`src/rtl/ppu_pkg.sv`:
```
// Shared PPU definitions: lane index type and lane count.
// Imported by every PPU module that handles per-lane streams.
// Contents: lane_t (1-bit lane index), PPU_NUM_LANES.
package ppu_pkg;

   localparam int PPU_NUM_LANES = 2;

   typedef logic lane_t;

endpackage : ppu_pkg

```
`src/rtl/ppu_sync_fifo.sv`:
```
// Single-clock FIFO, DEPTH entries of N bits, first-word fall-through on dout.
// Latency: a pushed word is visible on dout the cycle after the push edge.
// Backpressure: push is ignored while full, pop is ignored while empty.
// Ports: clk, rst_n (async active-low), push/din, pop/dout, full, empty.
module ppu_sync_fifo #(
   parameter int N     = 10,
   parameter int DEPTH = 2
) (
   input  logic         clk,
   input  logic         rst_n,
   input  logic         push,
   input  logic [N-1:0] din,
   input  logic         pop,
   output logic [N-1:0] dout,
   output logic         full,
   output logic         empty
);

   localparam int AW = $clog2(DEPTH);

   // One extra pointer bit separates full from empty when the index bits match.
   logic [AW:0]  wr_q, wr_d;
   logic [AW:0]  rd_q, rd_d;
   logic [N-1:0] mem_q [DEPTH];
   logic         do_push, do_pop;

   assign empty   = (wr_q == rd_q);
   assign full    = (wr_q[AW] != rd_q[AW]) && (wr_q[AW-1:0] == rd_q[AW-1:0]);
   assign do_push = push && !full;
   assign do_pop  = pop && !empty;
   assign dout    = mem_q[rd_q[AW-1:0]];

   always_comb begin
      wr_d = wr_q;
      rd_d = rd_q;
      if (do_push) wr_d = wr_q + 1'b1;
      if (do_pop)  rd_d = rd_q + 1'b1;
   end

   always_ff @(posedge clk or negedge rst_n) begin
      if (!rst_n) begin
         wr_q <= '0;
         rd_q <= '0;
      end else begin
         wr_q <= wr_d;
         rd_q <= rd_d;
      end
   end

   // Storage needs no reset: entries are only read between a push and its pop.
   always_ff @(posedge clk) begin
      if (do_push) mem_q[wr_q[AW-1:0]] <= din;
   end

endmodule : ppu_sync_fifo

```
`src/rtl/ppu_lane_merge.sv`:
```
// Merges two lane result streams into one lane-tagged stream via round-robin.
// Latency: 2 cycles from input accept to out_valid when the output stage is free.
// Backpressure: per-lane FIFO plus output register; inK_ready = !fullK (registered).
// Ports: clk, rst_n, in0/in1 data/valid/ready, out_data/out_lane/out_valid/out_ready.
module ppu_lane_merge
   import ppu_pkg::*;
#(
   parameter int N     = 10,
   parameter int DEPTH = 2
) (
   input  logic         clk,
   input  logic         rst_n,
   input  logic [N-1:0] in0_data,
   input  logic         in0_valid,
   output logic         in0_ready,
   input  logic [N-1:0] in1_data,
   input  logic         in1_valid,
   output logic         in1_ready,
   output logic [N-1:0] out_data,
   output lane_t        out_lane,
   output logic         out_valid,
   input  logic         out_ready
);

   logic [PPU_NUM_LANES-1:0] fifo_push, fifo_pop, fifo_full, fifo_empty;
   logic [N-1:0]             fifo_din  [PPU_NUM_LANES];
   logic [N-1:0]             fifo_dout [PPU_NUM_LANES];

   logic [N-1:0] out_data_q, out_data_d;
   lane_t        out_lane_q, out_lane_d;
   logic         out_valid_q, out_valid_d;
   lane_t        prio_q, prio_d;
   lane_t        gnt;
   logic         load;

   assign fifo_din[0]  = in0_data;
   assign fifo_din[1]  = in1_data;
   assign fifo_push[0] = in0_valid && !fifo_full[0];
   assign fifo_push[1] = in1_valid && !fifo_full[1];

   // Ready depends only on FIFO pointer state, never on same-cycle pops.
   assign in0_ready = !fifo_full[0];
   assign in1_ready = !fifo_full[1];

   for (genvar k = 0; k < PPU_NUM_LANES; k++) begin : g_lane
      ppu_sync_fifo #(.N(N), .DEPTH(DEPTH)) u_fifo (
         .clk   (clk),
         .rst_n (rst_n),
         .push  (fifo_push[k]),
         .din   (fifo_din[k]),
         .pop   (fifo_pop[k]),
         .dout  (fifo_dout[k]),
         .full  (fifo_full[k]),
         .empty (fifo_empty[k])
      );
   end

   always_comb begin
      // A lone non-empty lane wins outright; prio only breaks ties.
      gnt = prio_q;
      if (!fifo_empty[0] && fifo_empty[1]) gnt = 1'b0;
      if (fifo_empty[0] && !fifo_empty[1]) gnt = 1'b1;

      load     = (!out_valid_q || out_ready) && (fifo_empty != 2'b11);
      fifo_pop = '0;
      if (load) fifo_pop[gnt] = 1'b1;

      out_data_d  = out_data_q;
      out_lane_d  = out_lane_q;
      out_valid_d = out_valid_q;
      prio_d      = prio_q;
      if (load) begin
         out_data_d  = fifo_dout[gnt];
         out_lane_d  = gnt;
         out_valid_d = 1'b1;
         prio_d      = !gnt;
      end else if (out_ready) begin
         out_valid_d = 1'b0;
      end
   end

   always_ff @(posedge clk or negedge rst_n) begin
      if (!rst_n) begin
         out_data_q  <= '0;
         out_lane_q  <= 1'b0;
         out_valid_q <= 1'b0;
         prio_q      <= 1'b0;
      end else begin
         out_data_q  <= out_data_d;
         out_lane_q  <= out_lane_d;
         out_valid_q <= out_valid_d;
         prio_q      <= prio_d;
      end
   end

   assign out_data  = out_data_q;
   assign out_lane  = out_lane_q;
   assign out_valid = out_valid_q;

endmodule : ppu_lane_merge

```
`config.mk`:
```
export PLATFORM = sky130hd
export DESIGN_NAME = ppu_lane_merge
export DESIGN_NICKNAME = d
export VERILOG_FILES = /design/src/rtl/ppu_pkg.sv /design/src/rtl/ppu_sync_fifo.sv /design/src/rtl/ppu_lane_merge.sv
export SDC_FILE = /design/constraint.sdc
export NUM_CORES = 1
export LEC_CHECK = 0
export ABC_AREA = 1
export BUFFER_PORTS_ARGS = -buffer_cell sky130_fd_sc_hd__buf_2
export CORE_MARGIN = 3
export CORE_UTILIZATION = 60
export DETAILED_ROUTE_END_ITERATION = 8
export GPL_TIMING_DRIVEN = 0
export MAX_ROUTING_LAYER = met4
export PLACE_DENSITY = 0.84
export SYNTH_ARGS = -nofsm -noshare
export SYNTH_HDL_FRONTEND = slang
export SYNTH_SLANG_ARGS = --single-unit
```
`constraint.sdc`:
```
create_clock -name clk -period 4.4 [get_ports clk]
set_clock_uncertainty 0.2 [all_clocks]
set_input_delay 0.66 -clock clk [delete_from_list [all_inputs] [get_ports clk]]
set_output_delay 0.66 -clock clk [all_outputs]
set_load 0.01 [all_outputs]
```
Word-level counts from Yosys, hierarchy flattened:

Memory sizes are Yosys's and may differ from the RTL's.
Cells that the tools add are included.

* flip-flop bits (word level): 21
* bits in latches: 0
* bits in writable memories: 40
* memory bits (read-only): 0
* bits of input ports: 25
* output and inout port bits: 14
* word-level logic and storage cells: 59
* memories: 2

Memories
* g_lane[0].u_fifo.mem_q: words 2, width 10, read ports 1, clocked after memory_dff 0, wr ports 1, RTL line ppu_sync_fifo.sv:24 `logic [N-1:0] mem_q [DEPTH];`
* g_lane[1].u_fifo.mem_q: words 2, width 10, read ports 1, clocked after memory_dff 0, wr ports 1, RTL line ppu_sync_fifo.sv:24

* add/sub/neg operators: 4
* multiply operators: 0
* divide/modulo/power cells: 0
* $lt $le $gt $ge: 3
* equality and inequality tests: 7
* shift operators: 0
* mux-type cells: 14
* bitwise operators: 1
* reduce and logical (&&, ||, !) cells: 20

Operator list (number)
* 2-to-1 mux 10 bit: 3
* logical AND 1 bit: 12
* 2-to-1 mux 1 bit: 9
* adder 2 x 1 -> 2 bit, second input constant: 4
* zero test 1 bit: 6
* == test 2 bit: 2
* == test 1 bit: 2
* >= comparator 2 bit, second input constant: 1
* < comparator 1 x 2 -> 1 bit, second input constant: 1
* 2-to-1 mux 2 bit: 1
* inequality test 1 bit: 2
* inequality test 2 bit, second input constant: 1
* NOT 1 -> 2 bit: 1
* nonzero test 2 bit: 1
* demux 1 bit (select 1 bit): 1
* >= comparator 1 bit, second input constant: 1
* logical OR 1 bit: 1

Longest topological paths before layout:

Gate-level depths: netlist of run 1.

* depth after elaboration: 11
* gate-level depth with buffers: 9
* depth with buffers taken out: 9

Modules after synthesis:

Synthesis of run 1 repeated with hierarchy kept, for this count alone.

* cell total of the unflattened synthesis: 268
* area, all modules: 2627.5 um^2

Modules (own cells, without submodules)
* ppu_sync_fifo: times used 2, cells an instance 93, area an instance 977.2 um^2, seq. area each 700.7 um^2
* ppu_lane_merge: times used 1, cells an instance 82, area an instance 673.1 um^2, seq. area each 325.3 um^2

Worst setup path after synthesis of run 1:

OpenSTA, ideal clock, no wires.

* kind: register to register
* start: register g_lane[1].u_fifo.rd_q[0]
* end: memory g_lane[1].u_fifo.mem_q[1][0], enable pin
* arrival time: 1310 ps
* data required time: 3821 ps
* path slack: 2511 ps
* cell stages (with the launch flop): 7
* path buffers: 0
* clock period less this slack: 1889 ps
* cells stage by stage: dfrtp_1 > inv_2 > nand2_1 > nand2_1 > nand3_1 > nand2_1 > nor2_1

* cells in the longest elaborated chain, start to end: 7

RTL lines
* start, declared: RTL line ppu_sync_fifo.sv:23 `logic [AW:0] rd_q, rd_d;`
* start signal, assigned: RTL line ppu_sync_fifo.sv:46 `rd_q <= rd_d;`
* == test 1 bit (*): RTL line ppu_sync_fifo.sv:28 `assign full = (wr_q[AW] != rd_q[AW]) && (wr_q[AW-1:0] == rd_q[AW-1:0]);`
* logical AND 1 bit (*): RTL line ppu_sync_fifo.sv:28
* zero test 1 bit (*)
* named net in1_ready: RTL line ppu_lane_merge.sv:18 `output logic in1_ready,`
* logical AND 1 bit: RTL line ppu_lane_merge.sv:39 `assign fifo_push[1] = in1_valid && !fifo_full[1];`
* logical AND 1 bit (*): RTL line ppu_sync_fifo.sv:29 `assign do_push = push && !full;`
* 2-to-1 mux 1 bit (*): RTL line ppu_sync_fifo.sv:52 `if (do_push) mem_q[wr_q[AW-1:0]] <= din;`
* 2-to-1 mux 1 bit (not written as such) (*): RTL line ppu_sync_fifo.sv:52
* end, declared: RTL line ppu_sync_fifo.sv:24

The timed path passes the listed nets; every way through them passes the cells marked *.

Worst setup path in the final report of run 1:

* start: register g_lane[1].u_fifo.rd_q[0]
* end: memory g_lane[1].u_fifo.mem_q[1][5], enable pin

* cells in the longest elaborated chain, start to end: 7

RTL lines (RTL line)
* == test 1 bit (*): ppu_sync_fifo.sv:28
* logical AND 1 bit (*): ppu_sync_fifo.sv:28
* zero test 1 bit (*): ppu_sync_fifo.sv:29, ppu_lane_merge.sv:39
* logical AND 1 bit: ppu_lane_merge.sv:39
* logical AND 1 bit (*): ppu_sync_fifo.sv:29
* 2-to-1 mux 1 bit (*): ppu_sync_fifo.sv:52
* 2-to-1 mux 1 bit (not written as such) (*): ppu_sync_fifo.sv:52

Every way passes the cells marked *; elsewhere a longest branch is shown, timed or not.

==> flow_metrics.py, run 1 <==
metrics = {
    "run_status": {
        "status": "completed",
    },
    "sta": {
        "min_period_ns": 2.173,
        "rsz0062_at_grt": "no",
        "tightest_slew_ns": 0.9688,
        "slew_violations": 0,
        "setup_viol": 0,
        "tns_ns": 0,
        "relSlewSlack": 0.3517,
        "fin_crit_sh": 0.4938,
        "max_freq_mhz": 460.2,
        "finalHoldViolations": 0,
    },
    "setup_path": {
        "worst_ep_arrival_time_ns": 1.92,
        "cp_common_cell": "nand2_1",
        "r2r_end": "g_lane[1].u_fifo.mem_q[1][5]",
        "critPathMaxFanout": 12,
        "r2r_setup_slack_ns": 2.23,
        "worst_path_max_delay_cell": "nor2_1",
        "r2r_cells": 6,
        "critPathTopFamily": "simple AND/OR/NAND/NOR gates",
        "critPathLaunchType": "flop",
        "r2r_start": "g_lane[1].u_fifo.rd_q[0]",
        "crit_type": "reg2reg",
        "crit_required_ns": 4.15,
        "path_buf_inv": 1,
        "max_stage_delay_ns": 0.74,
        "cp_cell_sequence": "inv_2 > nand2_1 > nand2_1 > nand3_1 > nand2_1 > nor2_1",
        "crit_path_end_kind": "flop",
    },
    "run": {
        "cap_violations": 0,
    },
    "routing": {
        "vias": 1851,
        "viasPerCell": 5.381,
        "ant_nets": 0,
        "avgRoutedWirePerCell_um": 13.85,
        "drt_wl_total_um": 4766,
        "drt_pass1_iterations": 5,
        "drt_iter0_drc": 130,
        "drc": 0,
    },
    "cts": {
        "numCtsBuffers": 9,
        "cts.path.max_buffers": 2,
        "clock_latency_ns": 0.33,
        "clock_sinks": 61,
        "post_cts_resize_count": 0,
        "cts_setup_buffers": 0,
        "cts_root_buf": "clkbuf_8",
        "htree_levels": 3,
        "path_clk_slew_ns": 0.07,
        "hold_buffers": 0,
        "cts_tree": "built",
    },
    "yosys": {
        "ys_ff_latch": 61,
        "seq_area_frac_synth": 0.6859,
        "synth_warnings": 0,
        "synth_commonest_cells": "nand2_1, nand3_1, edfxtp_1",
        "ys_dominant_reg_cell": "edfxtp_1",
        "avgSynthCellArea_um2": 10.40,
        "synth_edf_count": 40,
        "synth.area.top_cells": "edfxtp_1, dfrtp_1, nand2_1, nand3_1, inv_1",
        "synth_top_area_cell": "edfxtp_1",
        "yosys.cell_count.top_type": "nand2_1",
        "synth_area_um2": 2517,
        "async_reset_ff_frac": 0.3443,
        "synth_top_cell_area_share": 0.4771,
        "netlist_instances": 242,
        "postSynthNetCount": 267,
        "synth_cell_type_count": 16,
    },
    "floorplanning": {
        "die_y_um": 70.78,
        "dieArea_um2": 5009,
        "fp-row-count": 22,
        "start_util": 0.6532,
        "die-width_um": 70.78,
        "io_pins": 39,
        "core_area_um2": 3854,
    },
    "layout": {
        "multi_input_area_um2": 698.2,
        "antenna_cells": 0,
        "nFillCells": 244,
        "final_nets": 316,
        "register_area_um2": 1727,
        "drive_gt1_frac": 0.2162,
        "syn_to_final_growth_pct": 16.80,
        "design_area_um2": 2940,
    },
    "global_routing": {
        "antenna_found_initial": 0,
        "grt_use_total": 0.2113,
        "first_global_vias": 1806,
        "grt_pass1_wl_um": 7831,
        "grt_max_degree": 22,
        "grt_overflow": 0,
    },
    "pwr": {
        "total_power_mw": 2.216,
        "power_density_nw_per_um2": 753.6,
        "power_leakage_nw": 1.375,
        "ir_drop_uv": 378.2,
    },
    "placement": {
        "dpl.hpwl_um": 3267,
        "port-buffer-count": 38,
        "gp_congestion": 0.7737,
        "placedInstanceArea_um2": 2768,
    },
    "min_path": {
        "hold_path_class": "in2async",
    },
}
## cells by family after synthesis
logic type | share of synthesized area
AOI/OAI and AO/OA | 0.01442
xor gates and xnor gates | 0.006960
buffers and inverters | 0.03678
DFF | 0.6859
and+or+nand+nor | 0.2560
## cell type report
cell class                      count  area share
Buffer                              9     0.01617
Timing Repair Buffer               38     0.06468
Inverter                           12     0.01532
Multi-Input combinational cell    160      0.2374
Sequential cell                    61      0.5872
Tap cell                           48     0.02043
Clock inverter                      2    0.003404
Clock buffer                       14     0.05532
## flip-flops by register name (all words and copies together) (netlist names)
register,cells
out_valid,1
g_lane.u_fifo.mem_q,40
out_data,10
prio_q,1
g_lane.u_fifo.rd_q,4
g_lane.u_fifo.wr_q,4
out_lane,1
## metrics by stage
| stage | util | std cells | setup WS, ns | hold WS [ns] |
|---|---|---|---|---|
| after global routing | 0.7630 | 344 | 2.053 | 0.1295 |
| final | 0.7630 | 344 | 2.227 | 0.07723 |
| after detailed placement | 0.7182 | 328 | 2.222 | 0.2746 |
| after floorplan | - | 242 | 2.511 | 0.1644 |
| after CTS | 0.7630 | 344 | 2.232 | 0.08469 |
| after global placement | 0.7182 | 328 | 2.224 | 0.2535 |
## power breakdown
group          total, mW  leakage [nW]  internal (mW)  switching (mW)
logic              0.863         0.655          0.281           0.582
clock network      0.430        0.0905          0.234           0.196
registers          0.923         0.629          0.826          0.0963
total               2.22          1.37           1.34           0.874
## cell usage in the layout, fill, tap and decap left out
| cell | synthesis | final |
|---|---|---|
| dfrtp_1 | 21 | 21 |
| nand3_1 | 45 | 45 |
| o21ai_0 | 2 | 2 |
| xor2_1 | 2 | 2 |
| a21oi_1 | 2 | 2 |
| nor2_1 | 8 | 8 |
| buf_4 | 3 | 3 |
| nand3_2 | 1 | 1 |
| nand2_2 | 3 | 3 |
| a21oi_4 | 1 | 1 |
| edfxtp_1 | 40 | 40 |
| clkbuf_1 | 4 | 7 |
| nand2_1 | 96 | 96 |
| buf_2 | 2 | 40 |
| clkbuf_8 | 0 | 11 |
| inv_1 | 9 | 9 |
| clkinv_2 | 0 | 2 |
| inv_2 | 3 | 3 |
## routing by layer
metal,routed length (µm),up-vias,GRT usage
li1,-,901,-
met1,1958,870,0.2590
met2,2377,72,0.3285
met3,348,8,0.04972
met4,80,0,0.1086
met5,0,-,-
## worst max path at each step
stage | startpoint | end | slack [ns] | cells past startpoint
after floorplan | g_lane[1].u_fifo.rd_q[0] | g_lane[1].u_fifo.mem_q[1][0] | 2.51 | 6
after global placement | in0_valid | g_lane[0].u_fifo.mem_q[1][3] | 2.22 | 3
after detailed placement | in1_valid | g_lane[1].u_fifo.mem_q[1][3] | 2.22 | 3
after CTS | g_lane[0].u_fifo.rd_q[0] | g_lane[0].u_fifo.mem_q[1][8] | 2.23 | 6
after global routing | g_lane[1].u_fifo.rd_q[0] | g_lane[1].u_fifo.mem_q[1][3] | 2.05 | 6
final | g_lane[1].u_fifo.rd_q[0] | g_lane[1].u_fifo.mem_q[1][5] | 2.23 | 6
Power figures use the tool's default switching activity.
==> run 2, diff against run 1 <==
--- a/config.mk
+++ b/config.mk
@@ -8,11 +8,11 @@
 export ABC_AREA = 1
 export BUFFER_PORTS_ARGS = -buffer_cell sky130_fd_sc_hd__buf_2
 export CORE_MARGIN = 3
-export CORE_UTILIZATION = 60
+export CORE_UTILIZATION = 55
 export DETAILED_ROUTE_END_ITERATION = 8
 export GPL_TIMING_DRIVEN = 0
 export MAX_ROUTING_LAYER = met4
-export PLACE_DENSITY = 0.84
+export PLACE_DENSITY = 0.78
 export SYNTH_ARGS = -nofsm -noshare
 export SYNTH_HDL_FRONTEND = slang
 export SYNTH_SLANG_ARGS = --single-unit
==> constraint.sdc (replaced) <==
create_clock -name clk -period 2.2 [get_ports clk]
set_clock_uncertainty 0.2 [all_clocks]
set_input_delay 0.33 -clock clk [delete_from_list [all_inputs] [get_ports clk]]
set_output_delay 0.33 -clock clk [all_outputs]
set_load 0.01 [all_outputs]
==> flow_metrics.py, run 2 (synthesis results as in run 1) <==
metrics = {
    "setup_path": {
        "max_stage_delay_ns": 0.48,
        "r2r_setup_slack_ns": 0.27,
        "crit_path_end_kind": "flop",
        "crit_type": "reg2reg",
        "cp_cell_sequence": "inv_1 > nand2_1 > nand2_1 > nand3_1 > nand2_1 > nor2_2",
        "cp_common_cell": "nand2_1",
        "worst_path_max_delay_cell": "nor2_2",
        "crit_required_ns": 1.97,
        "critPathTopFamily": "simple AND/OR/NAND/NOR gates",
        "critPathLaunchType": "flop",
        "critPathMaxFanout": 12,
        "path_buf_inv": 1,
        "worst_ep_arrival_time_ns": 1.70,
    },
    "layout": {
        "drive_gt1_frac": 0.2177,
        "final_nets": 337,
        "layout_commonest_cell": "nand2_1",
        "syn_to_final_growth_pct": 26.44,
        "layout_common_cells": "nand2_1, nand3_1, buf_2, edfxtp_1",
        "antenna_cells": 0,
        "largest_reg_flops": 40,
    },
    "cts": {
        "clock_latency_ns": 0.33,
        "cts_tree": "built",
        "numCtsBuffers": 9,
        "clock_sinks": 61,
        "cts_setup_buffers": 0,
        "path_clk_slew_ns": 0.07,
        "cts_root_buf": "clkbuf_8",
        "cts.path.max_buffers": 2,
        "htree_levels": 3,
    },
    "routing": {
        "drc": 0,
        "vias": 1898,
        "avgRoutedWirePerCell_um": 13.56,
        "drt_pass1_iterations": 4,
        "drt_iter0_drc": 139,
        "ant_nets": 0,
        "viasPerCell": 5.172,
        "drt_wl_total_um": 4978,
    },
    "sta": {
        "max_freq_mhz": 516.8,
        "setup_viol": 0,
        "fin_crit_sh": 0.8795,
        "min_period_ns": 1.935,
        "finalWorstSetupSlack_ns": 0.2652,
        "rsz0062_at_grt": "no",
        "relSlewSlack": 0.5957,
        "tns_ns": 0,
        "finalHoldViolations": 0,
        "slew_violations": 0,
        "tightest_slew_ns": 0.6058,
    },
    "global_routing": {
        "grt_use_total": 0.2158,
        "grt_overflow": 0,
        "grt_pass1_wl_um": 8135,
        "first_global_vias": 1890,
        "antenna_found_initial": 0,
        "grt_max_degree": 22,
    },
    "floorplanning": {
        "die_y_um": 73.66,
        "io_pins": 39,
        "fp-row-count": 23,
        "die-width_um": 73.66,
        "dieArea_um2": 5425,
        "start_util": 0.5992,
        "core_area_um2": 4202,
    },
    "pwr": {
        "power_leakage_nw": 1.468,
        "ir_drop_uv": 676.6,
        "pwr-share-comb": 0.386,
        "pwr-share-seq": 0.404,
        "power_switching_mw": 1.769,
        "p_sw_frac": 0.3882,
        "power.share.clock": 0.210,
        "intPower_mw": 2.789,
        "power_density_nw_per_um2": 1432,
    },
    "placement": {
        "port-buffer-count": 38,
        "gp_congestion": 0.8330,
        "pre_cts_ws_ns": 0.03736,
        "dpl.hpwl_um": 3308,
    },
    "min_path": {
        "hold_path_class": "in2reg",
    },
    "run": {
        "cap_violations": 0,
    },
    "run_status": {
        "status": "completed",
    },
}
-- run 2: cell count changes in the layout (fill, tap and decap cells not counted), sizes merged --
| cell | change |
|---|---|
| bufinv | +1 |
| clkbuf | -3 |
| clkinv | +1 |
| clkinvlp | +1 |
| dlygate4sd3 | +21 |
-- run 2: final cells by class --
class                           instances  area [µm²]
Sequential cell                        61        1727
Fill cell                             293        1018
Multi-Input combinational cell        160       708.2
Timing Repair Buffer                   59       400.4
Clock buffer                           11       141.4
Tap cell                               50       62.56
Clock inverter                          5       51.30
Buffer                                  9       47.55
Inverter                               12       45.04
-- run 2: through the flow --
| step | area [µm²] | total power, mW | hold WS [ns] | instances | utilization |
|---|---|---|---|---|---|
| global route | 3183 | 4.932 | 0.07342 | 367 | 0.7576 |
| detailed placement | 2770 | 3.562 | 0.1108 | 330 | 0.6593 |
| floorplan | 2517 | 3.055 | -0.1656 | 242 | - |
| finish | 3183 | 4.558 | 0.06710 | 367 | 0.7576 |
| global placement | 2770 | 3.496 | 0.1046 | 330 | 0.6593 |
| CTS | 3173 | 4.557 | 0.05412 | 367 | 0.7552 |
-- run 2: what timing repair did --
item,CTS,global route
hold buffers,21,0
endpoints found under the hold margin,61,0
resized for setup,0,4
endpoints found under the setup margin,0,44
-- run 2: worst paths after layout --
check | startpoint | endpoint | cells after the start
max in group asynchronous | rst_n | out_data[8] | 2
min reg2reg | out_lane | out_lane | 2
min in group asynchronous | rst_n | g_lane[0].u_fifo.wr_q[0] | 2
max | g_lane[1].u_fifo.wr_q[0] | g_lane[1].u_fifo.mem_q[1][3] | 6
max reg2reg | g_lane[1].u_fifo.wr_q[0] | g_lane[1].u_fifo.mem_q[1][3] | 6
min | in1_valid | g_lane[1].u_fifo.wr_q[0] | 3
-- run 2: power by group through the flow --
| stage | combinational, mW | clock [mW] | sequential, mW |
|---|---|---|---|
| after floorplan | 1.19 | 0 | 1.86 |
| after global placement | 1.65 | 0 | 1.85 |
| after detailed placement | 1.70 | 0 | 1.86 |
| after CTS | 1.75 | 0.970 | 1.84 |
| after global routing | 2.02 | 1.03 | 1.88 |
| final | 1.76 | 0.958 | 1.84 |
-- run 2: tightest hold or removal path, cell delays in order --
cell     delay, ns
buf_2         0.08
a21oi_1       0.06
nor2_1        0.08
-- run 2: layer usage --
| metal | vias up | global-route usage | routed length (µm) |
|---|---|---|---|
| li1 | 950 | - | - |
| met1 | 883 | 0.2521 | 2075 |
| met2 | 56 | 0.3337 | 2498 |
| met3 | 9 | 0.07250 | 296 |
| met4 | 0 | 0.1066 | 108 |
| met5 | - | - | 0 |
==> run 3, diff against run 2 <==
--- a/config.mk
+++ b/config.mk
@@ -6,10 +6,10 @@
 export NUM_CORES = 1
 export LEC_CHECK = 0
 export ABC_AREA = 1
-export BUFFER_PORTS_ARGS = -buffer_cell sky130_fd_sc_hd__buf_2
 export CORE_MARGIN = 3
-export CORE_UTILIZATION = 55
+export CORE_UTILIZATION = 62
 export DETAILED_ROUTE_END_ITERATION = 8
+export DONT_BUFFER_PORTS = 1
 export GPL_TIMING_DRIVEN = 0
 export MAX_ROUTING_LAYER = met4
 export PLACE_DENSITY = 0.78
==> flow_metrics.py, run 3 (synthesis results as in run 1) <==
metrics = {
    "setup_path": {
        "r2r_start": "g_lane[1].u_fifo.wr_q[0]",
        "critPathLaunchType": "flop",
        "cp_cell_sequence": "inv_1 > nand2_1 > nand2_1 > nand3_1 > nand2_1 > nor2_4",
        "crit_type": "reg2reg",
        "max_stage_delay_ns": 0.43,
        "cp_common_cell": "nand2_1",
        "worst_path_max_delay_cell": "dfrtp_1",
        "crit_path_end_kind": "flop",
        "r2r_cells": 6,
        "r2r_setup_slack_ns": 0.20,
        "crit_required_ns": 1.99,
        "r2r_end": "g_lane[1].u_fifo.mem_q[1][5]",
        "worst_ep_arrival_time_ns": 1.79,
        "critPathMaxFanout": 12,
    },
    "sta": {
        "min_period_ns": 1.995,
        "rsz0062_at_grt": "no",
        "fin_crit_sh": 0.9069,
        "finalHoldViolations": 0,
        "setup_viol": 0,
        "slew_violations": 0,
        "tns_ns": 0,
        "tightest_slew_ns": 0.9576,
        "relSlewSlack": 0.3595,
        "max_freq_mhz": 501.2,
    },
    "cts": {
        "numCtsBuffers": 9,
        "cts_root_buf": "clkbuf_8",
        "cts.path.max_buffers": 2,
        "cts_setup_buffers": 0,
        "path_clk_slew_ns": 0.06,
        "cts_tree": "built",
        "clock_latency_ns": 0.33,
        "clock_sinks": 61,
        "htree_levels": 3,
    },
    "floorplanning": {
        "die_y_um": 69.72,
        "die-width_um": 69.72,
        "dieArea_um2": 4861,
        "core_area_um2": 3799,
        "io_pins": 39,
        "fp-row-count": 22,
        "start_util": 0.6627,
    },
    "layout": {
        "multi_input_area_um2": 718.2,
        "layout_commonest_cell": "nand2_1",
        "layout_common_cells": "nand2_1, nand3_1, edfxtp_1, dlygate4sd3_1, dfrtp_1",
        "instances_no_fill": 329,
        "post-route-util": 0.7843,
        "largest_reg_flops": 40,
        "antenna_cells": 0,
        "design_area_um2": 2979,
        "register_area_um2": 1727,
        "nFillCells": 245,
        "final_nets": 301,
        "syn_to_final_growth_pct": 18.34,
        "drive_gt1_frac": 0.09609,
    },
    "pwr": {
        "power_leakage_nw": 1.304,
        "power_density_nw_per_um2": 1443,
        "ir_drop_uv": 950.4,
        "total_power_mw": 4.297,
    },
    "routing": {
        "drt_iter0_drc": 125,
        "viasPerCell": 5.614,
        "vias": 1847,
        "drt_pass1_iterations": 5,
        "drc": 0,
        "ant_nets": 0,
        "avgRoutedWirePerCell_um": 15.17,
        "drt_wl_total_um": 4992,
    },
    "min_path": {
        "hold_path_class": "in2reg",
        "min_to": "out_valid",
        "hp-start": "out_ready",
        "min_path_cells": 3,
    },
    "run": {
        "cap_violations": 0,
    },
    "global_routing": {
        "antenna_found_initial": 0,
        "met1_usage": 0.2586,
        "first_global_vias": 1731,
        "grt_pass1_wl_um": 7914,
        "grtUsageMet3": 0.09710,
        "busiest_layer": "met2",
        "grt_use_total": 0.2252,
        "grt_overflow": 0,
        "grt_max_degree": 22,
        "met2_usage": 0.3538,
    },
    "placement": {
        "gp_congestion": 0.7640,
        "port-buffer-count": 0,
        "place_inst": 290,
        "placedInstanceArea_um2": 2577,
        "dpl.hpwl_um": 3058,
    },
    "run_status": {
        "status": "completed",
    },
}
[run 3: critical path, delay by kind of cell, from the launching register on]
kind          cells  cell delay, ns
flops             1            0.43
simple gates      5            0.90
buf+inv           1            0.12
[run 3: worst max path at each step]
stage / to / depth (start not counted) / startpoint / slack, ns
2_1_floorplan: g_lane[1].u_fifo.mem_q[1][0] / 6 / g_lane[1].u_fifo.rd_q[0] / 0.31
3_3_place_gp: g_lane[1].u_fifo.mem_q[1][6] / 6 / g_lane[1].u_fifo.rd_q[0] / -0.03
3_5_place_dp: g_lane[1].u_fifo.mem_q[1][6] / 6 / g_lane[1].u_fifo.rd_q[0] / -0.07
4_1_cts: g_lane[0].u_fifo.mem_q[1][4] / 6 / g_lane[0].u_fifo.rd_q[0] / 0.01
5_1_grt: g_lane[1].u_fifo.mem_q[1][8] / 6 / g_lane[1].u_fifo.wr_q[0] / 0.02
6_report: g_lane[1].u_fifo.mem_q[1][5] / 6 / g_lane[1].u_fifo.wr_q[0] / 0.20
[run 3: layout make-up]
class / count / share of cell area
Sequential cell: 61 / 0.5796
Inverter: 12 / 0.01512
Tap cell: 48 / 0.02016
Buffer: 9 / 0.01596
Timing Repair Buffer: 23 / 0.07728
Clock buffer: 13 / 0.04662
Clock inverter: 3 / 0.004200
Multi-Input combinational cell: 160 / 0.2411
[run 3: power breakdown]
part	total, mW	switching, mW	internal [mW]
logic	1.59	1.08	0.507
clock network	0.793	0.392	0.401
registers	1.92	0.266	1.65
[run 3: repair_timing]
action,CTS,global route
hold buffers,23,0
hold endpoints to repair,63,0
gates resized for setup,1,5
cloned,0,0
endpoints found under the setup margin,10,36
[run 3: metal layers]
layer / up-vias / routed length (µm)
met5: - / 0
met4: 0 / 104
met3: 12 / 331
met2: 67 / 2527
met1: 890 / 2029
li1: 878 / -
[run 3: stage by stage]
stage | setup slack [ns] | hold WS (ns)
detailed placement | -0.06892 | -0.1651
global route | 0.02229 | 0.04997
floorplan | 0.3111 | -0.1656
finish | 0.2047 | 0.05356
global placement | -0.03111 | -0.1651
CTS | 0.009992 | 0.02231
